**src/rtl/tusca_agendador.sv**
```systemverilog
// TUSCA measurement/config sequencer: periodic DHT11 reads with retry and fault
// tracking, and arbitration of user config requests against an ongoing measurement.
module tusca_agendador #(
  parameter int PERIODO        = 100000000,
  parameter int TIMEOUT        = 5000000,
  parameter int MAX_TENTATIVAS = 3
) (
  input  logic       clock,
  input  logic       reset,
  input  logic       definir_config,
  input  logic       pronto_medida,
  input  logic       erro_medida,
  input  logic       pronto_config,
  input  logic       erro_config,
  output logic       medir_dht11,
  output logic       receber_config,
  output logic       atualizar,
  output logic       falha_sensor,
  output logic [2:0] db_estado,
  output logic [1:0] db_tentativas
);

  localparam int PW = (PERIODO > 1) ? $clog2(PERIODO) : 1;
  localparam int TW = (TIMEOUT > 1) ? $clog2(TIMEOUT) : 1;
  localparam logic [PW-1:0] PER_FIM = PW'(PERIODO - 1);
  localparam logic [TW-1:0] TO_FIM  = TW'(TIMEOUT - 1);
  localparam logic [2:0]    MAX_T   = 3'(MAX_TENTATIVAS);

  typedef enum logic [2:0] {
    INICIAL  = 3'd0,
    ESPERA   = 3'd1,
    MEDE     = 3'd2,
    AGUARDA  = 3'd3,
    ATUALIZA = 3'd4,
    CONFIG   = 3'd5,
    FALHA    = 3'd6
  } estado_t;

  estado_t       estado_q, estado_d;
  logic [PW-1:0] cnt_per_q, cnt_per_d;
  logic [TW-1:0] cnt_to_q, cnt_to_d;
  logic [1:0]    tent_q, tent_d;
  logic          pend_q, pend_d;
  logic          falha_q, falha_d;
  logic          cfg_q;
  logic          medir_q, atual_q, receber_q;
  logic          req, falhou;
  logic [2:0]    tent_inc;

  always_comb begin
    req       = definir_config & ~cfg_q;
    falhou    = erro_medida | ((cnt_to_q == TO_FIM) & ~pronto_medida);
    tent_inc  = {1'b0, tent_q} + 3'd1;
    estado_d  = estado_q;
    cnt_per_d = '0;
    cnt_to_d  = '0;
    tent_d    = tent_q;
    pend_d    = pend_q | req;
    falha_d   = falha_q;
    case (estado_q)
      INICIAL: estado_d = MEDE;
      ESPERA: begin
        if (req) begin
          estado_d = CONFIG;
          pend_d   = 1'b0;
        end else if (cnt_per_q == PER_FIM) begin
          estado_d = MEDE;
        end else begin
          cnt_per_d = cnt_per_q + 1'b1;
        end
      end
      MEDE: estado_d = AGUARDA;
      AGUARDA: begin
        // erro wins over a simultaneous pronto
        if (falhou) begin
          tent_d   = tent_inc[1:0];
          estado_d = (tent_inc < MAX_T) ? MEDE : FALHA;
        end else if (pronto_medida) begin
          estado_d = ATUALIZA;
        end else begin
          cnt_to_d = cnt_to_q + 1'b1;
        end
      end
      ATUALIZA, FALHA: begin
        tent_d  = 2'd0;
        falha_d = (estado_q == FALHA);
        if (pend_q | req) begin
          estado_d = CONFIG;
          pend_d   = 1'b0;
        end else begin
          estado_d = ESPERA;
        end
      end
      CONFIG: begin
        pend_d = pend_q;
        if (pronto_config | erro_config | (cnt_to_q == TO_FIM)) begin
          estado_d = ESPERA;
        end else begin
          cnt_to_d = cnt_to_q + 1'b1;
        end
      end
      default: estado_d = INICIAL;
    endcase
  end

  // Outputs are decoded from the current state and registered, so they lag it by one cycle
  always_ff @(posedge clock or negedge reset) begin
    if (!reset) begin
      estado_q  <= INICIAL;
      cnt_per_q <= '0;
      cnt_to_q  <= '0;
      tent_q    <= 2'd0;
      pend_q    <= 1'b0;
      falha_q   <= 1'b0;
      cfg_q     <= 1'b0;
      medir_q   <= 1'b0;
      atual_q   <= 1'b0;
      receber_q <= 1'b0;
    end else begin
      estado_q  <= estado_d;
      cnt_per_q <= cnt_per_d;
      cnt_to_q  <= cnt_to_d;
      tent_q    <= tent_d;
      pend_q    <= pend_d;
      falha_q   <= falha_d;
      cfg_q     <= definir_config;
      medir_q   <= (estado_q == MEDE);
      atual_q   <= (estado_q == ATUALIZA);
      receber_q <= (estado_q == CONFIG);
    end
  end

  assign medir_dht11    = medir_q;
  assign atualizar      = atual_q;
  assign receber_config = receber_q;
  assign falha_sensor   = falha_q;
  assign db_estado      = estado_q;
  assign db_tentativas  = tent_q;

endmodule

```
**config.mk**
```make
export PLATFORM = sky130hd
export DESIGN_NAME = tusca_agendador
export DESIGN_NICKNAME = d
export VERILOG_FILES = /design/src/rtl/tusca_agendador.sv
export SDC_FILE = /design/constraint.sdc
export NUM_CORES = 1
export LEC_CHECK = 0
export BUFFER_PORTS_ARGS = -buffer_cell sky130_fd_sc_hd__buf_2
export CAP_MARGIN = 5
export CORE_MARGIN = 4
export CORE_UTILIZATION = 35
export CTS_CLUSTER_DIAMETER = 50
export DETAILED_ROUTE_END_ITERATION = 8
export GPL_TIMING_DRIVEN = 0
export PLACE_DENSITY_LB_ADDON = 0.08
export SLEW_MARGIN = 20
export SYNTH_ARGS = -nofsm -noshare
export SYNTH_HDL_FRONTEND = slang
export SYNTH_SLANG_ARGS = --single-unit
export TNS_END_PERCENT = 1
```
**constraint.sdc**
```tcl
create_clock -name clock -period 1.8 [get_ports clock]
set_clock_uncertainty 0.15 [all_clocks]
set_input_delay 0.36 -clock clock [delete_from_list [all_inputs] [get_ports clock]]
set_output_delay 0.36 -clock clock [all_outputs]
set_load 0.01 [all_outputs]
```
# Yosys cells after proc, flatten, opt, wreduce, memory -nomap -nowiden
# Cells that the tools add are included.
[totals] reg_bits=61 output_inout_bits=9 in_bits=7 word_cells=58
[op_classes] n_reduce_logical=5 n_eq_ne=12 order_cmp=1 muxes=19 n_bitwise=8 n_addsub=3
[ops] op="27-bit 2-to-1 mux" n=3
[ops] op="23-bit 2-to-1 mux" n=3
[ops] op="23-bit one-hot mux with 2 select lines" n=1
[ops] op="27-bit by 1-bit adder with 27-bit output, second input constant" n=1
[ops] op="27-bit equality test, second input constant" n=1
[ops] op="23-bit by 1-bit adder with 23-bit output, second input constant" n=1
[ops] op="23-bit equality test, second input constant" n=1
[ops] op="3-bit 2-to-1 mux" n=7
[ops] op="3-bit one-hot mux with 6 select lines" n=1
[ops] op="3-bit equality test, second input constant" n=3
[ops] op="3-bit by 2-bit equality test with 1-bit output, second input constant" n=2
[ops] op="3-bit inequality test, second input constant" n=2
[ops] op="2-bit inequality test, second input constant" n=2
[ops] op="1-bit OR" n=4
[ops] op="2-bit one-hot mux with 2 select lines" n=1
[ops] op="2-bit by 1-bit adder with 3-bit output, second input constant" n=1
[ops] op="3-bit by 1-bit equality test with 1-bit output, second input constant" n=1
[ops] op="3-bit logical NOT" n=1
[ops] op="3-bit by 2-bit less-than comparator with 1-bit output, second input constant" n=1
[ops] op="1-bit one-hot mux with 3 select lines" n=1
[ops] op="3-bit AND reduction" n=1
[ops] op="1-bit AND" n=2
[ops] op="2-bit 2-to-1 mux" n=1
[ops] op="1-bit NOT" n=2
[ops] op="other kinds (4)" n=4

# Logic depth before layout (Yosys ltp)
# Gate-level depths: netlist (run 1).
[logic_depth] depth_word=5 ltp_mapped=8

# Worst setup path before layout (run 1)
# Ideal clock, no wire load.
[synth_path] path_kind="reg2reg" from="register cnt_to_q[0]" to="register estado_q[0] (netlist: db_estado[0])" period_less_slack_ps=2025 path_stages_with_launch=7 t_required_ps=1531 arrival_time_ps=1756 setup_slack_ps=-225 n_path_buf=0 path_cell_list="dfrtp_1 ha_1 and2_1 nand2_4 or4_4 o21ai_2 a21bo_1"
[synth_between] elab_chain_cells=5 elab_cells_between_ends=9
[synth_rtl] item="from (decl)" line="41" source="logic [TW-1:0] cnt_to_q, cnt_to_d;"
[synth_rtl] item="from (signal assigned)" line="122" source="cnt_to_q <= cnt_to_d;"
[synth_rtl] item="23-bit equality test (*)" line="52, 96"
[synth_rtl] item="1-bit AND" line="52" source="falhou = erro_medida | ((cnt_to_q == TO_FIM) & ~pronto_medida);"
[synth_rtl] item="1-bit OR" line="52"
[synth_rtl] item="3-bit 2-to-1 mux or 3-bit inequality test (tied branches)"
[synth_rtl] item="3-bit one-hot mux with 6 select lines or 3-bit AND reduction (tied branches)"
[synth_rtl] item="to (signal assigned)" line="120" source="estado_q <= estado_d;"
[synth_rtl] item="to (decl)" line="39" source="estado_t estado_q, estado_d;"
# Mark *: on every way between the ends. The rest lies on a longest branch, timed or not.
# A chain may end at the register's enable or synchronous reset.

# Final worst setup path (run 1)
[layout_path] from="register cnt_to_q[20]" to="register estado_q[0] (netlist: db_estado[0])"
# Same word-level chain as after synthesis.

==> results of run 1 <==
==> cells by family after synthesis <==
logic type / Yosys count
AO/OA/AOI/OAI: 20
AND/OR/NAND/NOR: 173
buffers and inverters: 22
XOR/XNOR: 46
flip-flops: 61
adder cells (fa/ha/maj): 4
multiplexers: 3
==> cell usage in the layout, fill, tap and decap left out, drive strengths merged, types with 6 or more instances in the layout <==
cell	n
nand4	11
nor3	16
and3	8
inv	11
dfrtp	61
nor2	61
nand2	17
xor2	22
buf	32
clkbuf	14
xnor2	24
nor4	7
and4	6
o21ai	8
nand3	26
==> state kept, by name, indices dropped and copies added, names as in the netlist <==
register        count
db_estado           3
atualizar           1
pend_q              1
cfg_q               1
medir_dht11         1
cnt_per_q          27
cnt_to_q           23
falha_sensor        1
db_tentativas       2
receber_config      1
==> power by group through the flow <==
stage	sequential [mW]	clock, mW	combinational, mW
final	1.56	1.27	0.976
after detailed placement	1.59	0	0.868
after floorplan	1.62	0	0.554
after global routing	1.58	1.40	1.10
after CTS	1.56	1.33	0.939
after global placement	1.59	0	0.863
==> timing repair <==
| action | CTS | global route |
|---|---|---|
| buffers inserted | 4 | 1 |
| hold endpoints to repair | 20 | 0 |
| resized for setup | 9 | 14 |
| cloned | 2 | 0 |
| setup endpoints to repair | 54 | 54 |
| pin swaps | 18 | 4 |
| hold buffers | 2 | 0 |
==> layout make-up <==
cell class	instances	area, um2	share of cell area
Inverter	11	41.3	0.0108
Clock inverter	4	45.0	0.0117
Sequential cell	61	1530	0.398
Buffer	11	103	0.0268
Clock buffer	12	165	0.0431
Timing Repair Buffer	25	185	0.0483
Multi-Input combinational cell	246	1630	0.426
Tap cell	108	135	0.0352
==> per-layer routing <==
metal,vias to the layer above,share of wire
li1,1205,-
met1,1168,0.50
met4,0,0.018
met5,-,0
met3,12,0.025
met2,28,0.45
==> worst register-to-register path, cell delays in order (launching register included) <==
cell and delay, ns:
dfrtp_2 0.44, nor4b_4 0.27, nand3_1 0.12, or4_4 0.54, o21ai_4 0.16, a21bo_1 0.25
==> worst paths after layout <==
check                               from       endpoint  depth (start not counted)
max in group asynchronous          reset   cnt_to_q[20]                          3
setup reg to reg            cnt_to_q[20]   db_estado[0]                          5
setup / recovery            cnt_to_q[20]   db_estado[0]                          5
hold reg to reg             cnt_per_q[0]   cnt_per_q[0]                          1
hold / removal             pronto_medida   db_estado[1]                          3
min in group asynchronous          reset  cnt_per_q[10]                          2
==> impl_metrics.env, run 1 <==
export IMPL_outcome="complete, but fails checks"
export IMPL_violations="setup timing"
export IMPL_worstHoldPathType="input pin to register"
export IMPL_synth_xor_area_frac=0.127
export IMPL_met2_usage=0.210
export IMPL_die_width_um=103
export IMPL_synth_cell_types=42
export IMPL_pre_cts_ws_ns=-0.281
export IMPL_tightestPinTransition_ns=0.516
export IMPL_power_density_nw_per_um2=994
export IMPL_path_cells="nor4b_4 > nand3_1 > or4_4 > o21ai_4 > a21bo_1"
export IMPL_place_hpwl_um=4520
export IMPL_cts_sinks=61
export IMPL_detail_route_drc_violations=0
export IMPL_syn2layout_area_growth_pct=21.0
export IMPL_syn_nets=340
export IMPL_post_drt_wl_per_cell_um=14.4
export IMPL_clk_latency_ns=0.34
export IMPL_drive_above_1_share=0.197
export IMPL_synthAdderAreaFrac=0.0158
export IMPL_first_pass_iters=4
export IMPL_synth_flop_cell="dfrtp_1"
export IMPL_n_fill_cell=882
export IMPL_cp_max_fo=7
export IMPL_numCtsBuffers=9
export IMPL_clkSlewWorstSetupHoldPaths_ns=0.07
export IMPL_critPathLaunchType="register"
export IMPL_synth_compound_area_frac=0.0427
export IMPL_stdcell_count=478
export IMPL_drv_max_cap_violation_count=0
export IMPL_rrSetupSlack_ns=-0.25
export IMPL_core_area_um2=8760
export IMPL_p_seq_frac=0.410
export IMPL_htreeDepth=3
export IMPL_rsz0062_at_grt="yes"
export IMPL_synth_top_family_by_area="simple AND/OR/NAND/NOR gates"
export IMPL_netlist_area_um2=3170
export IMPL_fin_ws_ns=-0.251
export IMPL_hold_viol_final=0
export IMPL_grt_pass1_vias=2317
export IMPL_gp_congestion=0.733
export IMPL_synth_cells=329
export IMPL_first_iter_violations=104
export IMPL_clkPwrFrac=0.334
export IMPL_cts_path_max_buffers=2
export IMPL_switchingPower_mw=1.16
export IMPL_timing_final_max_slew_violations=0
export IMPL_gr_total_overflow=0
export IMPL_ant_nets=0
export IMPL_use_met3=0.0291
export IMPL_final_util=0.437
export IMPL_yosysTopAreaCell="dfrtp_1"
export IMPL_placed_cell_area_um2=3450
export IMPL_grt_max_degree=43
export IMPL_die_area_um2=10600
export IMPL_synth_commonest_cells="dfrtp_1 (61), nor2_1 (61), nand3_1 (26)"
export IMPL_worst_path_buf_inv=0
export IMPL_use_met1=0.200
export IMPL_avgSynthCellArea_um2=9.63
export IMPL_antenna_found_initial=0
export IMPL_yosys_warnings=0
export IMPL_cp_required_ns=1.88
export IMPL_arrival_ns=2.13
export IMPL_finalPower_mw=3.81
export IMPL_worst_setup_path_type="register to register"
export IMPL_synth_seq_cells=61
export IMPL_cts_tree="done"
export IMPL_vias_per_cell=5.05
export IMPL_cpPeakStageDelay_ns=0.54
export IMPL_min_period_ns=2.05
export IMPL_worst_path_max_delay_cell="or4_4"
export IMPL_p_leak_nw=1.58
export IMPL_io_buffers=15
export IMPL_nets=376
export IMPL_post_route_period_util=1.14
export IMPL_via_count=2413
export IMPL_initial_core_util=0.362
export IMPL_synth_edf_count=0
export IMPL_dp_cells=453
export IMPL_dieHeight_um=103
export IMPL_synth_simple_area_share=0.284
export IMPL_antennaDiodeCount=0
export IMPL_root_buffer="clkbuf_8"
export IMPL_grt_total_usage=0.142
export IMPL_endpoint_kind="register"
export IMPL_critical_path_top_delay_family="simple AND/OR/NAND/NOR gates"
export IMPL_p_comb_frac=0.256
export IMPL_swShare=0.303
export IMPL_wirelength_um=6870
export IMPL_synth_mux_area_frac=0.00987
export IMPL_setup_tns_final_ns=-7.83
export IMPL_synthArstFlopShare=1.00
export IMPL_ys_seq_area_frac=0.482
export IMPL_placementRows=34
export IMPL_max_slew_margin=0.654
export IMPL_hold_ws_ns=0.269
export IMPL_synth_area_leaders="dfrtp_1 (48%), nor2_1 (7.2%), xnor2_1 (6.6%)"
export IMPL_final_area_um2=3830
export IMPL_p_int_mw=2.66
export IMPL_setup_viol_count_final=49
export IMPL_fmax_ghz=0.487
export IMPL_synth_top_area_frac=0.482
export IMPL_vdd_drop_max_mv=0.470
export IMPL_grt_pass1_wl_um=11600
export IMPL_busiest_layer="met2"
export IMPL_io_pin_count=16
Note: power is estimated with default switching activity, not from simulation.
==> run 2: changes to the inputs <==
--- a/config.mk
+++ b/config.mk
@@ -5,6 +5,7 @@
 export SDC_FILE = /design/constraint.sdc
 export NUM_CORES = 1
 export LEC_CHECK = 0
+export ABC_AREA = 1
 export BUFFER_PORTS_ARGS = -buffer_cell sky130_fd_sc_hd__buf_2
 export CAP_MARGIN = 5
 export CORE_MARGIN = 4
@@ -13,6 +14,7 @@
 export DETAILED_ROUTE_END_ITERATION = 8
 export GPL_TIMING_DRIVEN = 0
 export PLACE_DENSITY_LB_ADDON = 0.08
+export SETUP_SLACK_MARGIN = 0.4
 export SLEW_MARGIN = 20
 export SYNTH_ARGS = -nofsm -noshare
 export SYNTH_HDL_FRONTEND = slang
==> constraint.sdc (replaced) <==
create_clock -name clock -period 2 [get_ports clock]
set_clock_uncertainty 0.15 [all_clocks]
set_input_delay 0.4 -clock clock [delete_from_list [all_inputs] [get_ports clock]]
set_output_delay 0.4 -clock clock [all_outputs]
set_load 0.01 [all_outputs]
==> run 2 against run 1 <==
Largest cell class unchanged. Synthesized cell count rose by 33%. Non-clock buffer count did not move. Sequential share of layout area fell by 3.5 points. Hold slack got worse by 0.24 ns. Via count rose by 17%. Final cell count rose by 29%. Total power fell by 8.2%. Flip-flop and latch count did not move. Register-to-register slack improved by 0.45 ns. The run now ends clean. Die area rose by 7.3%. Global-route usage barely moved. Sequential power fell by 9%.
==> impl_metrics.env, run 2 <==
export IMPL_final_common_cell="nand2_1"
export IMPL_worstHoldPathType="input pin to register"
export IMPL_ys_seq_area_frac=0.447
export IMPL_setup_viol_count_final=0
export IMPL_worst_setup_path_type="register to register"
export IMPL_endpoint_kind="register"
export IMPL_htreeDepth=3
export IMPL_io_buffers=15
export IMPL_antenna_found_initial=0
export IMPL_cp_max_fo=6
export IMPL_yosysMostFrequentCell="nand2_1"
export IMPL_cts_tree="done"
export IMPL_vdd_drop_max_mv=0.408
export IMPL_clkSlewWorstSetupHoldPaths_ns=0.08
export IMPL_arrival_ns=1.88
export IMPL_grt_max_degree=41
export IMPL_fmax_ghz=0.556
export IMPL_synth_top_area_frac=0.447
export IMPL_first_pass_iters=4
export IMPL_worst_path_max_delay_cell="dfrtp_1"
export IMPL_numCtsBuffers=9
export IMPL_grt_pass1_vias=2800
export IMPL_core_area_um2=9370
export IMPL_die_width_um=107
export IMPL_synth_cell_types=32
export IMPL_clk_latency_ns=0.34
export IMPL_synth_seq_cells=61
export IMPL_die_area_um2=11400
export IMPL_syn2layout_area_growth_pct=23.1
export IMPL_syn_nets=448
export IMPL_rsz0062_at_grt="yes"
export IMPL_p_leak_nw=1.79
export IMPL_gr_total_overflow=0
export IMPL_place_hpwl_um=5510
export IMPL_io_pin_count=16
export IMPL_placementRows=35
export IMPL_min_period_ns=1.80
export IMPL_netlist_area_um2=3420
export IMPL_antennaDiodeCount=0
export IMPL_cpMostUsedCell="nand2_2"
export IMPL_n_fill_cell=974
export IMPL_dieHeight_um=107
export IMPL_grt_pass1_wl_um=13000
export IMPL_outcome="completed"
export IMPL_initial_core_util=0.365
export IMPL_first_iter_violations=75
export IMPL_synth_area_leaders="dfrtp_1 (45%), nand2_1 (9.8%), nor2_1 (8.5%)"
export IMPL_synth_commonest_cells="nand2_1 (89), nor2_1 (77), dfrtp_1 (61)"
export IMPL_detail_route_drc_violations=0
export IMPL_cpPeakStageDelay_ns=0.46
export IMPL_max_slew_margin=0.711
export IMPL_min_path_cells=1
export IMPL_largest_register_ffs=27
export IMPL_cts_path_max_buffers=2
export IMPL_final_cell_mix="nand2_1 (85), nor2_1 (71), dfrtp_1 (60)"
export IMPL_ant_nets=0
export IMPL_hold_viol_final=0
export IMPL_synth_cells=437
export IMPL_wirelength_um=7610
export IMPL_drv_max_cap_violation_count=0
export IMPL_regMostFlops="cnt_per_q"
export IMPL_synth_flop_cell="dfrtp_1"
export IMPL_post_route_period_util=0.899
export IMPL_synth_edf_count=0
export IMPL_setup_tns_final_ns=0
export IMPL_via_count=2831
export IMPL_synthArstFlopShare=1.00
export IMPL_nets=492
export IMPL_drive_above_1_share=0.247
export IMPL_critPathLaunchType="register"
export IMPL_post_drt_wl_per_cell_um=12.4
export IMPL_power_density_nw_per_um2=832
export IMPL_final_util=0.449
export IMPL_reg2reg_depth=11
export IMPL_tightestPinTransition_ns=0.430
export IMPL_gp_congestion=0.837
export IMPL_path_cells="nand2_2 > nor2_1 > nand2_2 > inv_2 > nand2_4 > nor2_4 > nand2_2 > nor2_4 > nand3_1 > nand2_1 > nor2_1"
export IMPL_yosysTopAreaCell="dfrtp_1"
export IMPL_timing_final_max_slew_violations=0
export IMPL_cp_required_ns=2.08
export IMPL_vias_per_cell=4.60
export IMPL_grt_total_usage=0.142
export IMPL_root_buffer="clkbuf_8"
export IMPL_avgSynthCellArea_um2=7.82
export IMPL_cts_sinks=61
export IMPL_yosys_warnings=0
-- run 2: cell types whose count changed after synthesis, moves of 8 or more --
cell,before,now
inv_1,11,45
inv_2,0,13
nand2_1,16,89
nand2_2,0,8
nor2_1,61,77
nor2_4,0,15
nor3_1,16,24
xnor2_1,24,3
xor2_1,22,12
-- run 2: worst paths after layout --
check / from / endpoint / slack [ns]
setup / recovery: cnt_to_q[6] / cnt_to_q[20] / 0.20
hold / removal: definir_config / cfg_q / 0.03
setup reg to reg: cnt_to_q[6] / cnt_to_q[20] / 0.20
hold reg to reg: cnt_per_q[0] / cnt_per_q[0] / 0.32
max in group asynchronous: reset / cnt_to_q[22] / 0.85
min in group asynchronous: reset / cnt_to_q[9] / 0.33
-- run 2: critical path: cells and delay by family (launching register included) --
kind | cells | cell delay, ns
flip-flops | 1 | 0.46
AND/OR/NAND/NOR | 10 | 1.00
buffers and inverters | 1 | 0.09
-- run 2: repair_timing --
item | in CTS | in global routing
setup buffers | 9 | 6
pin swaps | 5 | 11
gates cloned | 1 | 0
resized for setup | 19 | 14
hold buffers | 1 | 0
hold endpoints to repair | 21 | 0
setup endpoints to repair | 55 | 56
-- run 2: per-layer routing --
metal	vias to the layer above	GRT usage	wire length [um]
met2	42	0.219	3440
met4	0	0.0530	133
met3	14	0.0325	257
met5	-	0	0
li1	1485	-	-
met1	1290	0.195	3780
-- run 2: kinds of logic (layout without fill, tap and decap cells) --
family / Yosys count / in the layout / share of synthesized area
buffers and inverters: 63 / 112 / 0.0754
flip-flops: 61 / 61 / 0.447
AO/OA/AOI/OAI: 34 / 34 / 0.0538
XOR/XNOR: 15 / 15 / 0.0384
AND/OR/NAND/NOR: 260 / 260 / 0.371
adder cells (fa/ha/maj): 4 / 4 / 0.0146
-- run 2: layout make-up --
type	instances	area, um2	area share
multi-input combinational	313	1770	0.421
sequential	61	1530	0.363
timing repair buffer	33	253	0.0601
inverter	60	233	0.0553
tap	129	161	0.0384
clock buffer	9	124	0.0294
clock inverter	7	97.6	0.0232
buffer	3	38.8	0.00922
-- run 2: per-stage QoR --
| step | power, mW | hold slack [ns] | instances | setup WS (ns) | instance area [um2] |
|---|---|---|---|---|---|
| floorplan | 1.95 | -0.0456 | 437 | 0.311 | 3430 |
| global placement | 2.19 | 0.304 | 581 | 0.0245 | 3670 |
| detailed placement | 2.20 | 0.168 | 582 | 0.00934 | 3690 |
| CTS | 3.57 | 0.0104 | 609 | 0.218 | 4100 |
| global route | 3.71 | 0.00905 | 615 | 0.0701 | 4210 |
| finish | 3.50 | 0.0317 | 615 | 0.202 | 4210 |
-- run 2: power breakdown --
part / total, mW / internal, mW / switching [mW] / leakage [nW]
clock network: 1.24 / 0.708 / 0.533 / 0.106
logic: 0.837 / 0.324 / 0.513 / 0.845
registers: 1.42 / 1.33 / 0.0888 / 0.834
==> run 3: changes to the inputs <==
--- a/config.mk
+++ b/config.mk
@@ -12,7 +12,7 @@
 export CORE_UTILIZATION = 35
 export CTS_CLUSTER_DIAMETER = 50
 export DETAILED_ROUTE_END_ITERATION = 8
-export GPL_TIMING_DRIVEN = 0
+export GPL_TIMING_DRIVEN = 1
 export PLACE_DENSITY_LB_ADDON = 0.08
 export SETUP_SLACK_MARGIN = 0.4
 export SLEW_MARGIN = 20
==> run 3 against run 2 <==
Setup slack improved by 0.028 ns. Sequential share of layout area increased by 1.3 points. Routed wire length increased by 0.95%. Clock power decreased by 22%. Sequential power about the same. Hold slack got worse by 0.011 ns. Total power decreased by 9.0%. Non-clock buffer count decreased by 7. Critical path depth decreased by 2. Combinational power decreased by 5.6%. Via count increased by 1.7%.
==> impl_metrics.env, run 3 (synthesized netlist as in run 2, its figures left out) <==
export IMPL_outcome="completed"
export IMPL_cts_sinks=61
export IMPL_initial_core_util=0.365
export IMPL_clk_latency_ns=0.34
export IMPL_setup_tns_final_ns=0
export IMPL_timing_final_max_slew_violations=0
export IMPL_clkSlewWorstSetupHoldPaths_ns=0.07
export IMPL_n_fill_cell=974
export IMPL_min_period_ns=1.77
export IMPL_final_area_um2=4060
export IMPL_drive_above_1_share=0.236
export IMPL_worstHoldPathType="input pin to register"
export IMPL_worst_setup_path_type="register to register"
export IMPL_cp_required_ns=2.07
export IMPL_vdd_drop_max_mv=0.341
export IMPL_root_buffer="clkbuf_8"
export IMPL_hold_ws_ns=0.0210
export IMPL_largest_register_ffs=27
export IMPL_fin_ws_ns=0.229
export IMPL_layout_area_seq_um2=1530
export IMPL_grt_total_usage=0.142
export IMPL_tightestPinTransition_ns=0.445
export IMPL_dieHeight_um=107
export IMPL_place_hpwl_um=5530
export IMPL_vias_per_cell=4.74
export IMPL_syn2layout_area_growth_pct=18.8
export IMPL_gp_congestion=0.792
export IMPL_nets=485
export IMPL_via_count=2879
export IMPL_regMostFlops="cnt_per_q"
export IMPL_cp_max_fo=16
export IMPL_final_common_cell="nand2_1"
export IMPL_io_pin_count=16
export IMPL_critPathLaunchType="register"
export IMPL_first_pass_iters=6
export IMPL_post_route_period_util=0.885
export IMPL_final_cell_mix="nand2_1 (85), nor2_1 (69), dfrtp_1 (59)"
export IMPL_grt_pass1_vias=2791
export IMPL_hold_viol_final=0
export IMPL_numCtsBuffers=9
export IMPL_setup_viol_count_final=0
export IMPL_arrival_ns=1.84
export IMPL_post_drt_wl_per_cell_um=12.6
export IMPL_antennaDiodeCount=0
export IMPL_rsz0062_at_grt="yes"
export IMPL_detail_route_drc_violations=0
export IMPL_cts_path_max_buffers=2
export IMPL_die_area_um2=11400
export IMPL_max_slew_margin=0.701
export IMPL_pre_cts_ws_ns=0.103
export IMPL_die_width_um=107
export IMPL_ant_nets=0
export IMPL_multiInputGateArea_um2=1760
export IMPL_p_leak_nw=1.70
export IMPL_first_iter_violations=134
export IMPL_final_util=0.433
export IMPL_core_area_um2=9370
export IMPL_endpoint_kind="register"
export IMPL_placed_cell_area_um2=3680
export IMPL_antenna_found_initial=0
export IMPL_io_buffers=15
export IMPL_wirelength_um=7680
export IMPL_grt_pass1_wl_um=13000
export IMPL_placementRows=35
export IMPL_power_density_nw_per_um2=784
export IMPL_htreeDepth=3
export IMPL_fmax_ghz=0.565
export IMPL_grt_max_degree=62
export IMPL_cts_tree="done"
export IMPL_drv_max_cap_violation_count=0
export IMPL_gr_total_overflow=0
==> run 3: worst paths after layout <==
check | start | to | slack (ns) | cells past startpoint
setup / recovery | cnt_to_q[18] | cnt_to_q[8] | 0.23 | 9
hold / removal | definir_config | cfg_q | 0.02 | 1
setup reg to reg | cnt_to_q[18] | cnt_to_q[8] | 0.23 | 9
hold reg to reg | pend_q | pend_q | 0.37 | 2
max in group asynchronous | reset | cnt_to_q[21] | 0.96 | 3
min in group asynchronous | reset | cnt_to_q[10] | 0.44 | 3
==> run 3: report_power, final <==
group	internal (mW)	switching, mW
registers	1.33	0.0953
clock network	0.472	0.496
logic	0.278	0.511
total	2.08	1.10
==> run 3: worst max-delay path, cell delays in order, from the launching register on <==
cell,delay (ns)
dfrtp_1,0.44
nand2_2,0.10
inv_2,0.06
nand2_1,0.04
nor2_1,0.18
nand3_2,0.15
nand4_2,0.12
nand2_4,0.13
inv_8,0.20
nor3_1,0.08
==> run 3: routing by layer <==
layer | GRT usage | part of all wire | vias to the layer above
met5 | 0 | 0 | -
met4 | 0.0438 | 0.013 | 0
met3 | 0.0337 | 0.037 | 9
met2 | 0.227 | 0.45 | 46
met1 | 0.191 | 0.50 | 1354
li1 | - | - | 1470
==> run 3: cell type report <==
type	count	area share
Multi-Input combinational cell	313	0.434
Sequential cell	61	0.376
Inverter	60	0.0585
Timing Repair Buffer	29	0.0499
Tap cell	129	0.0397
Clock buffer	11	0.0348
Clock inverter	4	0.00616
==> run 3: per-stage QoR <==
step,instances,total power [mW]
after CTS,602,3.20
after detailed placement,583,2.19
after global routing,607,3.38
after global placement,583,2.19
final,607,3.18
after floorplan,437,1.95
==> run 3: repair_timing <==
action / in CTS / in global routing
hold buffers: 1 / 0
pin swaps: 3 / 8
buffers inserted: 3 / 5
setup endpoints to repair: 55 / 56
gates cloned: 0 / 0
resized for setup: 16 / 20
hold endpoints to repair: 61 / 0
